<file path="src/rtl/ws2812_pixbuf_if.sv">
// Pixel buffer bundle: producer write/commit port plus the driver's address/colour port.
// Purely combinational wiring; no latency and no backpressure of its own.
interface ws2812_pixbuf_if #(
  parameter int ADDR_W = 3
);
  logic              wr_en;
  logic [ADDR_W-1:0] wr_addr;
  logic [23:0]       wr_data;
  logic              commit;
  logic              busy;
  logic              swapped;
  logic [ADDR_W-1:0] address;
  logic              new_address;
  logic [7:0]        red;
  logic [7:0]        green;
  logic [7:0]        blue;

  modport master (
    output wr_en, wr_addr, wr_data, commit, address, new_address,
    input  busy, swapped, red, green, blue
  );

  modport slave (
    input  wr_en, wr_addr, wr_data, commit, address, new_address,
    output busy, swapped, red, green, blue
  );
endinterface

</file>
<file path="src/rtl/ws2812_pixbuf.sv">
// Double-buffered ws2812 pixel store; back bank swaps to front only at driver address 0.
// Read latency 1 cycle (2 with WS2812_PIXBUF_GAMMA_EN); writes dropped while busy (commit pending).
module ws2812_pixbuf #(
  parameter int NUM_LEDS = 8,
  parameter int ADDR_W   = 3
) (
  input logic        clk,
  input logic        reset,
  ws2812_pixbuf_if.slave bus
);
  localparam logic [ADDR_W:0] LIMIT = (ADDR_W + 1)'(NUM_LEDS);

  logic [23:0] mem [2][NUM_LEDS];
  logic        front_sel;
  logic        pending;
  logic        swapped_q;
  logic [23:0] pix_q;

  logic        wr_ok;
  logic        rd_ok;
  logic        swap_ev;
  logic        rd_bank;
  logic [23:0] rd_pix;

  assign wr_ok   = bus.wr_en && !pending && ({1'b0, bus.wr_addr} < LIMIT);
  assign rd_ok   = {1'b0, bus.address} < LIMIT;
  assign swap_ev = bus.new_address && (bus.address == '0) && pending;
  // Pixel 0 of the swap cycle already comes from the newly presented bank.
  assign rd_bank = front_sel ^ swap_ev;
  assign rd_pix  = rd_ok ? mem[rd_bank][bus.address] : 24'h0;

  always_ff @(posedge clk) begin
    if (wr_ok) begin
      mem[~front_sel][bus.wr_addr] <= bus.wr_data;
    end
  end

  always_ff @(posedge clk) begin
    if (reset) begin
      front_sel <= 1'b0;
      pending   <= 1'b0;
      swapped_q <= 1'b0;
    end else begin
      swapped_q <= swap_ev;
      if (swap_ev) begin
        front_sel <= ~front_sel;
        pending   <= bus.commit;
      end else if (bus.commit) begin
        pending <= 1'b1;
      end
    end
  end

`ifdef WS2812_PIXBUF_GAMMA_EN
  logic [23:0] raw_q;
  logic        raw_vld;

  function automatic logic [7:0] gamma(input logic [7:0] c);
    logic [15:0] p;
    p = ({8'h00, c} * {8'h00, c}) + {8'h00, c};
    return p[15:8];
  endfunction

  always_ff @(posedge clk) begin
    if (reset) begin
      raw_q   <= 24'h0;
      raw_vld <= 1'b0;
      pix_q   <= 24'h0;
    end else begin
      raw_vld <= bus.new_address;
      if (bus.new_address) begin
        raw_q <= rd_pix;
      end
      if (raw_vld) begin
        pix_q <= {gamma(raw_q[23:16]), gamma(raw_q[15:8]), gamma(raw_q[7:0])};
      end
    end
  end
`else
  always_ff @(posedge clk) begin
    if (reset) begin
      pix_q <= 24'h0;
    end else if (bus.new_address) begin
      pix_q <= rd_pix;
    end
  end
`endif

  assign bus.busy    = pending;
  assign bus.swapped = swapped_q;
  assign bus.red     = pix_q[23:16];
  assign bus.green   = pix_q[15:8];
  assign bus.blue    = pix_q[7:0];
endmodule

</file>
<file path="src/flat_wrapper.sv">
// flat-port wrapper written by rule: the top's interface ports become plain ports
module ws2812_pixbuf_flat 
#(
  parameter int NUM_LEDS = 8,
  parameter int ADDR_W   = 3
)
  (clk, reset, bus_wr_en, bus_wr_addr, bus_wr_data, bus_commit, bus_address, bus_new_address, bus_busy, bus_swapped, bus_red, bus_green, bus_blue);
  ws2812_pixbuf_if #(.ADDR_W(ADDR_W)) bus_i ();
  input logic clk;
  input logic reset;
  input wire logic [$bits(bus_i.wr_en)-1:0] bus_wr_en;
  input wire logic [$bits(bus_i.wr_addr)-1:0] bus_wr_addr;
  input wire logic [$bits(bus_i.wr_data)-1:0] bus_wr_data;
  input wire logic [$bits(bus_i.commit)-1:0] bus_commit;
  input wire logic [$bits(bus_i.address)-1:0] bus_address;
  input wire logic [$bits(bus_i.new_address)-1:0] bus_new_address;
  output wire logic [$bits(bus_i.busy)-1:0] bus_busy;
  output wire logic [$bits(bus_i.swapped)-1:0] bus_swapped;
  output wire logic [$bits(bus_i.red)-1:0] bus_red;
  output wire logic [$bits(bus_i.green)-1:0] bus_green;
  output wire logic [$bits(bus_i.blue)-1:0] bus_blue;
  assign bus_i.wr_en = bus_wr_en;
  assign bus_i.wr_addr = bus_wr_addr;
  assign bus_i.wr_data = bus_wr_data;
  assign bus_i.commit = bus_commit;
  assign bus_i.address = bus_address;
  assign bus_i.new_address = bus_new_address;
  assign bus_busy = bus_i.busy;
  assign bus_swapped = bus_i.swapped;
  assign bus_red = bus_i.red;
  assign bus_green = bus_i.green;
  assign bus_blue = bus_i.blue;
  ws2812_pixbuf #(.NUM_LEDS(NUM_LEDS), .ADDR_W(ADDR_W)) u_core (.clk(clk), .reset(reset), .bus(bus_i));
endmodule
</file>
<file path="config.mk">
export PLATFORM = sky130hd
export DESIGN_NAME = ws2812_pixbuf_flat
export DESIGN_NICKNAME = d
export VERILOG_FILES = /design/src/rtl/ws2812_pixbuf_if.sv /design/src/rtl/ws2812_pixbuf.sv /design/src/flat_wrapper.sv
export SDC_FILE = /design/constraint.sdc
export NUM_CORES = 1
export LEC_CHECK = 0
export ABC_AREA = 1
export BUFFER_PORTS_ARGS = -buffer_cell sky130_fd_sc_hd__buf_2
export CORE_UTILIZATION = 35
export CTS_BUF_LIST = sky130_fd_sc_hd__clkbuf_4 sky130_fd_sc_hd__clkbuf_8
export CTS_CLUSTER_SIZE = 16
export DETAILED_ROUTE_END_ITERATION = 10
export GPL_ROUTABILITY_DRIVEN = 1
export PLACE_DENSITY = 0.59
export REMOVE_ABC_BUFFERS = 1
export SLEW_MARGIN = 20
export SYNTH_ARGS = -nofsm -noshare
export SYNTH_HDL_FRONTEND = slang
export SYNTH_SLANG_ARGS = --single-unit
</file>
<file path="constraint.sdc">
create_clock -name clk -period 3.13 [get_ports clk]
set_input_delay 0.313 -clock clk [delete_from_list [all_inputs] [get_ports clk]]
set_output_delay 0.313 -clock clk [all_outputs]
set_load 0.01 [all_outputs]
</file>
Word level (Yosys, flattened, before mapping)
Memory sizes are Yosys's and may differ from the RTL's.
Index checks and enable logic that the tools add are counted.
Word-level totals
  bits of input ports: 35
  output and inout port bits: 26
  memory bits (writable): 384
  bits in registers: 27
  memories kept: 1
  logic and storage cells: 28
Memories
  u_core.mem: words 2, bits a word 192, read ports 1, clocked after Yosys merged registers in 0, wr ports 1, line ws2812_pixbuf.sv:13  | logic [23:0] mem [2][NUM_LEDS];
Operators by class
  $lt $le $gt $ge: 3
  multiplexer cells: 9
  reduce and logical (&&, ||, !) cells: 7
  bitwise operators: 4
Operators with widths (count)
  2-to-1 mux 192 bit: 1
  binary-select mux 24 bit (select 3 bit): 1
  demux 24 bit (select 3 bit): 1
  2-to-1 mux 24 bit: 3
  >= comparator 4 bit, second input constant: 2
  inverter 3 -> 4 bit: 2
  logical AND 1 bit: 4
  less-than comparator 4 x 1 -> 1 bit, second input constant: 1
  logical NOT 3 bit: 1
  2-to-1 mux 1 bit: 3
  nonzero test 2 bit: 1
  logical NOT 1 bit: 1
  inverter 1 bit: 1
  bitwise XOR 1 bit: 1

Depth between registers and ports, before layout
An unclocked memory read counts as a cell.
  word-level depth: 8
  mapped depth: 18
  gate-level depth less buffers: 15

Worst setup path after synthesis
Ideal clock, no wire load.
  kind: register -> register
  start: reg u_core.pending (netlist: u_core.bus.busy)
  end: mem u_core.mem[0][120] in the netlist's numbering, enable pin
  data required time: 2.695 ns
  stages on the path, launching flop included: 6
  path slack: 0.183 ns
  library setup time: 0.435 ns
  period minus slack after synthesis: 2.947 ns
  path buffers: 0
  arrival: 2.512 ns
  cells stage by stage: dfxtp_1 nor2_1 inv_1 nor2_1 inv_1 nor3_1
On the way
  word-level cells in the longest chain between the ends: 4
Ends and longest elaborated chain
  from (decl): line ws2812_pixbuf.sv:15  | logic pending;
  from (signal assigned): line ws2812_pixbuf.sv:47  | pending <= bus.commit;
  logical NOT 1 bit: line ws2812_pixbuf.sv:25  | assign wr_ok = bus.wr_en && !pending && ({1'b0, bus.wr_addr} < LIMIT);
  logical AND 1 bit: line ws2812_pixbuf.sv:25
  2-to-1 mux 1 bit: line ws2812_pixbuf.sv:33  | if (wr_ok) begin
  2-to-1 mux 192 bit (implied by the code): line ws2812_pixbuf.sv:34  | mem[~front_sel][bus.wr_addr] <= bus.wr_data;
  to (decl): line ws2812_pixbuf.sv:13
Every way passes these cells.

Final worst setup path
  start: reg u_core.front_sel
  end: reg u_core.pix_q[8]
On the way
  word-level cells in the longest chain between the ends: 5
Ends and longest elaborated chain
  from (decl): line ws2812_pixbuf.sv:14  | logic front_sel;
  from (signal assigned): line ws2812_pixbuf.sv:46  | front_sel <= ~front_sel;
  bitwise XOR 1 bit: line ws2812_pixbuf.sv:29  | assign rd_bank = front_sel ^ swap_ev;
  memory (2 x 192 bit)
  binary-select mux 24 bit (select 3 bit): line ws2812_pixbuf.sv:30  | assign rd_pix = rd_ok ? mem[rd_bank][bus.address] : 24'h0;
  2-to-1 mux 24 bit (implied by the code) (2 in a row): line ws2812_pixbuf.sv:30
  to (signal assigned): line ws2812_pixbuf.sv:84  | pix_q <= rd_pix;
  to (decl): line ws2812_pixbuf.sv:17  | logic [23:0] pix_q;
Every way passes these cells. The select of a mux whose other input is x is not followed.
A chain may end at the register's enable or synchronous reset.

==> key figures <==
Die
  • FP Rows: 80
  • Core area: 0.0477 mm2
  • Die Span Y: 222 um
  • I/O pins: 61
  • Initial Utilization: 0.354
  • Die area: around 0.049 mm2
  • DIE WIDTH: 222 um

Setup path
  • Critical path startpoint category: register
  • Crit path capture type: register
  • R2r setup slk: between 0.4 and 0.5 ns
  • Req. time, crit path: 3.62 ns
  • Worst EP arrival: about 3.2 ns
  • Crit path kind: register to register
  • Crit Path Max Fanout: 80

Pwr
  • LEAKAGE: 7.77 nW
  • Pwr dens: 580 mW/mm2
  • Overall power: 11.3 mW
  • Peak VDD IR: roughly 370 uV

Logic synthesis
  • Post-Syn Area: 0.0169 mm2
  • Post-Synth Simple-Gate Area: 0.214
  • Adder-Cell Fraction of Synth Area: 0
  • Syn Area/Cell: approximately 11 um2
  • Sequential area share after synthesis: 0.713
  • Multiplexer area fraction after synthesis: 0
  • Compound-Gate Fraction of Synth Area: 0.0157
  • YS warnings: 0
  • Mapped Cells: between 1500 and 2000
  • Largest family of logic cells by synthesized area: simple AND/OR/NAND/NOR gates
  • Post-synth EDFFs: 384
  • Asr flop ratio synth: 0
  • Prevailing post-synth register cell: edfxtp_1
  • Cell variety after synth: 25
  • Post-synthesis xor/xnor area fraction: 0
  • Flops & latches, synth: 411

Place
  • Post-DP HPWL: around 24000 um
  • Final Wtd Congestion: 0.798
  • DP Worst Slack: 0.448 ns
  • Buffers on Ports: 60

Clock tree
  • Root Buffer: clkbuf_8
  • Postcts setup bufs: 0
  • CTS buffer count: 71
  • CTS sink count: 411
  • CTS tree: done
  • CTS clk-pin slew, worst paths: about 0.060 ns
  • Post-cts repair resize count: 0
  • Clock Path Buffers: 3
  • Clk Latency, worst-skew pair: 0.63 ns
  • Max H-tree Level: 3

STA
  • Final count of pins violating max slew: 0
  • Setup TNS: 0 ns
  • Worst-Margin Slew: 1.10 ns
  • Slew headroom: 0.268
  • Post-Route Skew: approximately 0.04 ns
  • Fin crit period: 2.72 ns
  • Final Setup Violations: 0
  • Fmax: 0.368 GHz
  • Fin crit share: 0.869
  • Setup WS post-layout: 0.411 ns
  • RSZ-0062 raised after global routing: no
  • Min Hold Slack: 0.0617 ns
  • Final hold vios: 0

Drt
  • Post-Route WL: 45400 um
  • Via density per instance: 4.94
  • WL/cell: 19.6 um
  • DR pass1 iterations: 5
  • Final ANT Viol Nets: 0
  • Routed via count: 11415
  • Iter 0 DRT Violations: between 1000 and 1500
  • Post-route DRC: 0

Global routing
  • GRT Residual Overflow: 0
  • GRT Overall Usage: 0.187
  • Initial antenna violation count: 1
  • Vias in the first global route: 11122
  • Largest net degree at the start of global routing: 81
  • First-pass GRT wire length: a little under 70000 um

Cells and area
  • # nets final: 1679
  • Syn-to-layout area delta: 15.1%
  • Fin util: 0.408
  • Antenna fix cells: 0
  • Share of cells above drive strength 1: 0.147

Status
  • Status: finished clean

Worst hold path
  • Min-delay worst type: input port to register

Job
  • Max-cap violations: 0
==> metal layers <==
layer	GRT usage	part of all wire	routed length (um)	vias up
met4	0.0659	0.024	1100	2
met1	0.248	0.43	19400	5567
li1	-	-	-	5382
met3	0.0342	0.065	2930	72
met2	0.307	0.48	22000	392
met5	0	0.00029	13	-
==> worst max-delay path: stages, from the launching register on <==
cell	delay, ns
dfxtp_1	0.79
inv_2	0.31
nand4_4	0.27
nand2_8	0.35
buf_4	0.35
nand2_1	0.07
nand2_1	0.05
nand2_1	0.06
nand2_1	0.05
inv_1	0.04
nand2_1	0.04
nand2_1	0.05
nand3_1	0.07
nand2_1	0.06
inv_1	0.04
==> where the power goes <==
group | switching [mW] | internal, mW
Clock | 2.17 | 2.42
Combinational | 0.439 | 0.163
Sequential | 0.0315 | 6.08
==> worst paths after layout <==
| kind | endpoint | start | cells past startpoint |
|---|---|---|---|
| worst max-delay path | u_core.pix_q[8] | u_core.front_sel | 14 |
| worst min-delay path | u_core.mem[1][44] | bus_wr_data[20] | 1 |
| worst min register to register | u_core.pix_q[14] | u_core.pix_q[14] | 2 |
| worst max register to register | u_core.pix_q[8] | u_core.front_sel | 14 |
==> repair_timing <==
action                                 in CTS  in global routing
hold buffers                                2                  0
endpoints found under the hold margin       3                  0
setup endpoints to repair                   0                  0
==> flip-flops by register name, summed over array words and instances, names as in the netlist <==
signal	flops
u_core.mem	384
u_core.bus.busy	1
u_core.bus.swapped	1
u_core.front_sel	1
u_core.pix_q	24
==> placed cells by master (no fill, tap or decap), types with 3 or more instances in the layout <==
master | Yosys | final
nor2_1 | 11 | 6
clkinv_2 | 0 | 7
nor2_2 | 0 | 3
edfxtp_1 | 384 | 384
nor2_4 | 1 | 3
a21oi_1 | 33 | 33
dfxtp_1 | 27 | 27
nand2_1 | 587 | 587
clkbuf_8 | 0 | 73
buf_2 | 21 | 59
o21ai_0 | 17 | 17
nor3_2 | 0 | 12
buf_4 | 19 | 43
buf_12 | 0 | 9
inv_2 | 3 | 4
clkinv_1 | 1 | 21
o21ai_1 | 3 | 3
inv_1 | 128 | 127
clkbuf_4 | 1 | 20
nand3_1 | 241 | 241
clkinvlp_4 | 0 | 3
==> Yosys cell counts, types with 4 or more instances <==
cell	n	area share
dfxtp_1	27	0.032
nor2_1	11	0.0024
nand2_1	587	0.13
buf_6	7	0.0047
edfxtp_1	384	0.68
nand2_2	4	0.0015
clkbuf_1	25	0.0055
buf_4	19	0.0084
nor3_1	12	0.0035
buf_2	21	0.0062
o21ai_0	17	0.0050
inv_1	128	0.028
buf_1	8	0.0018
a21oi_1	33	0.0098
nand3_1	241	0.071
==> area by class of cell <==
cell class / count / area, um2
sequential: 411 / 12100
clock inverter: 33 / 166
clock buffer: 93 / 1150
inverter: 133 / 502
timing repair buffer: 113 / 818
multi-input combinational: 914 / 4000
tap: 615 / 769
fill: 4514 / 28300
==> cell families (layout without fill, tap and decap cells) <==
logic type | count (synthesis) | after routing
AND/OR/NAND/NOR | 861 | 861
flip-flops | 411 | 411
buffers and inverters | 214 | 372
AO/OA/AOI/OAI | 53 | 53
==> metrics by stage <==
stage / cell area, um2 / std cells
final: 19500 / 2312
after global placement: 18100 / 2184
after floorplan: 16500 / 1458
after CTS: 19500 / 2312
after detailed placement: 18100 / 2184
after global routing: 19500 / 2312
Power figures use the tool's default switching activity.
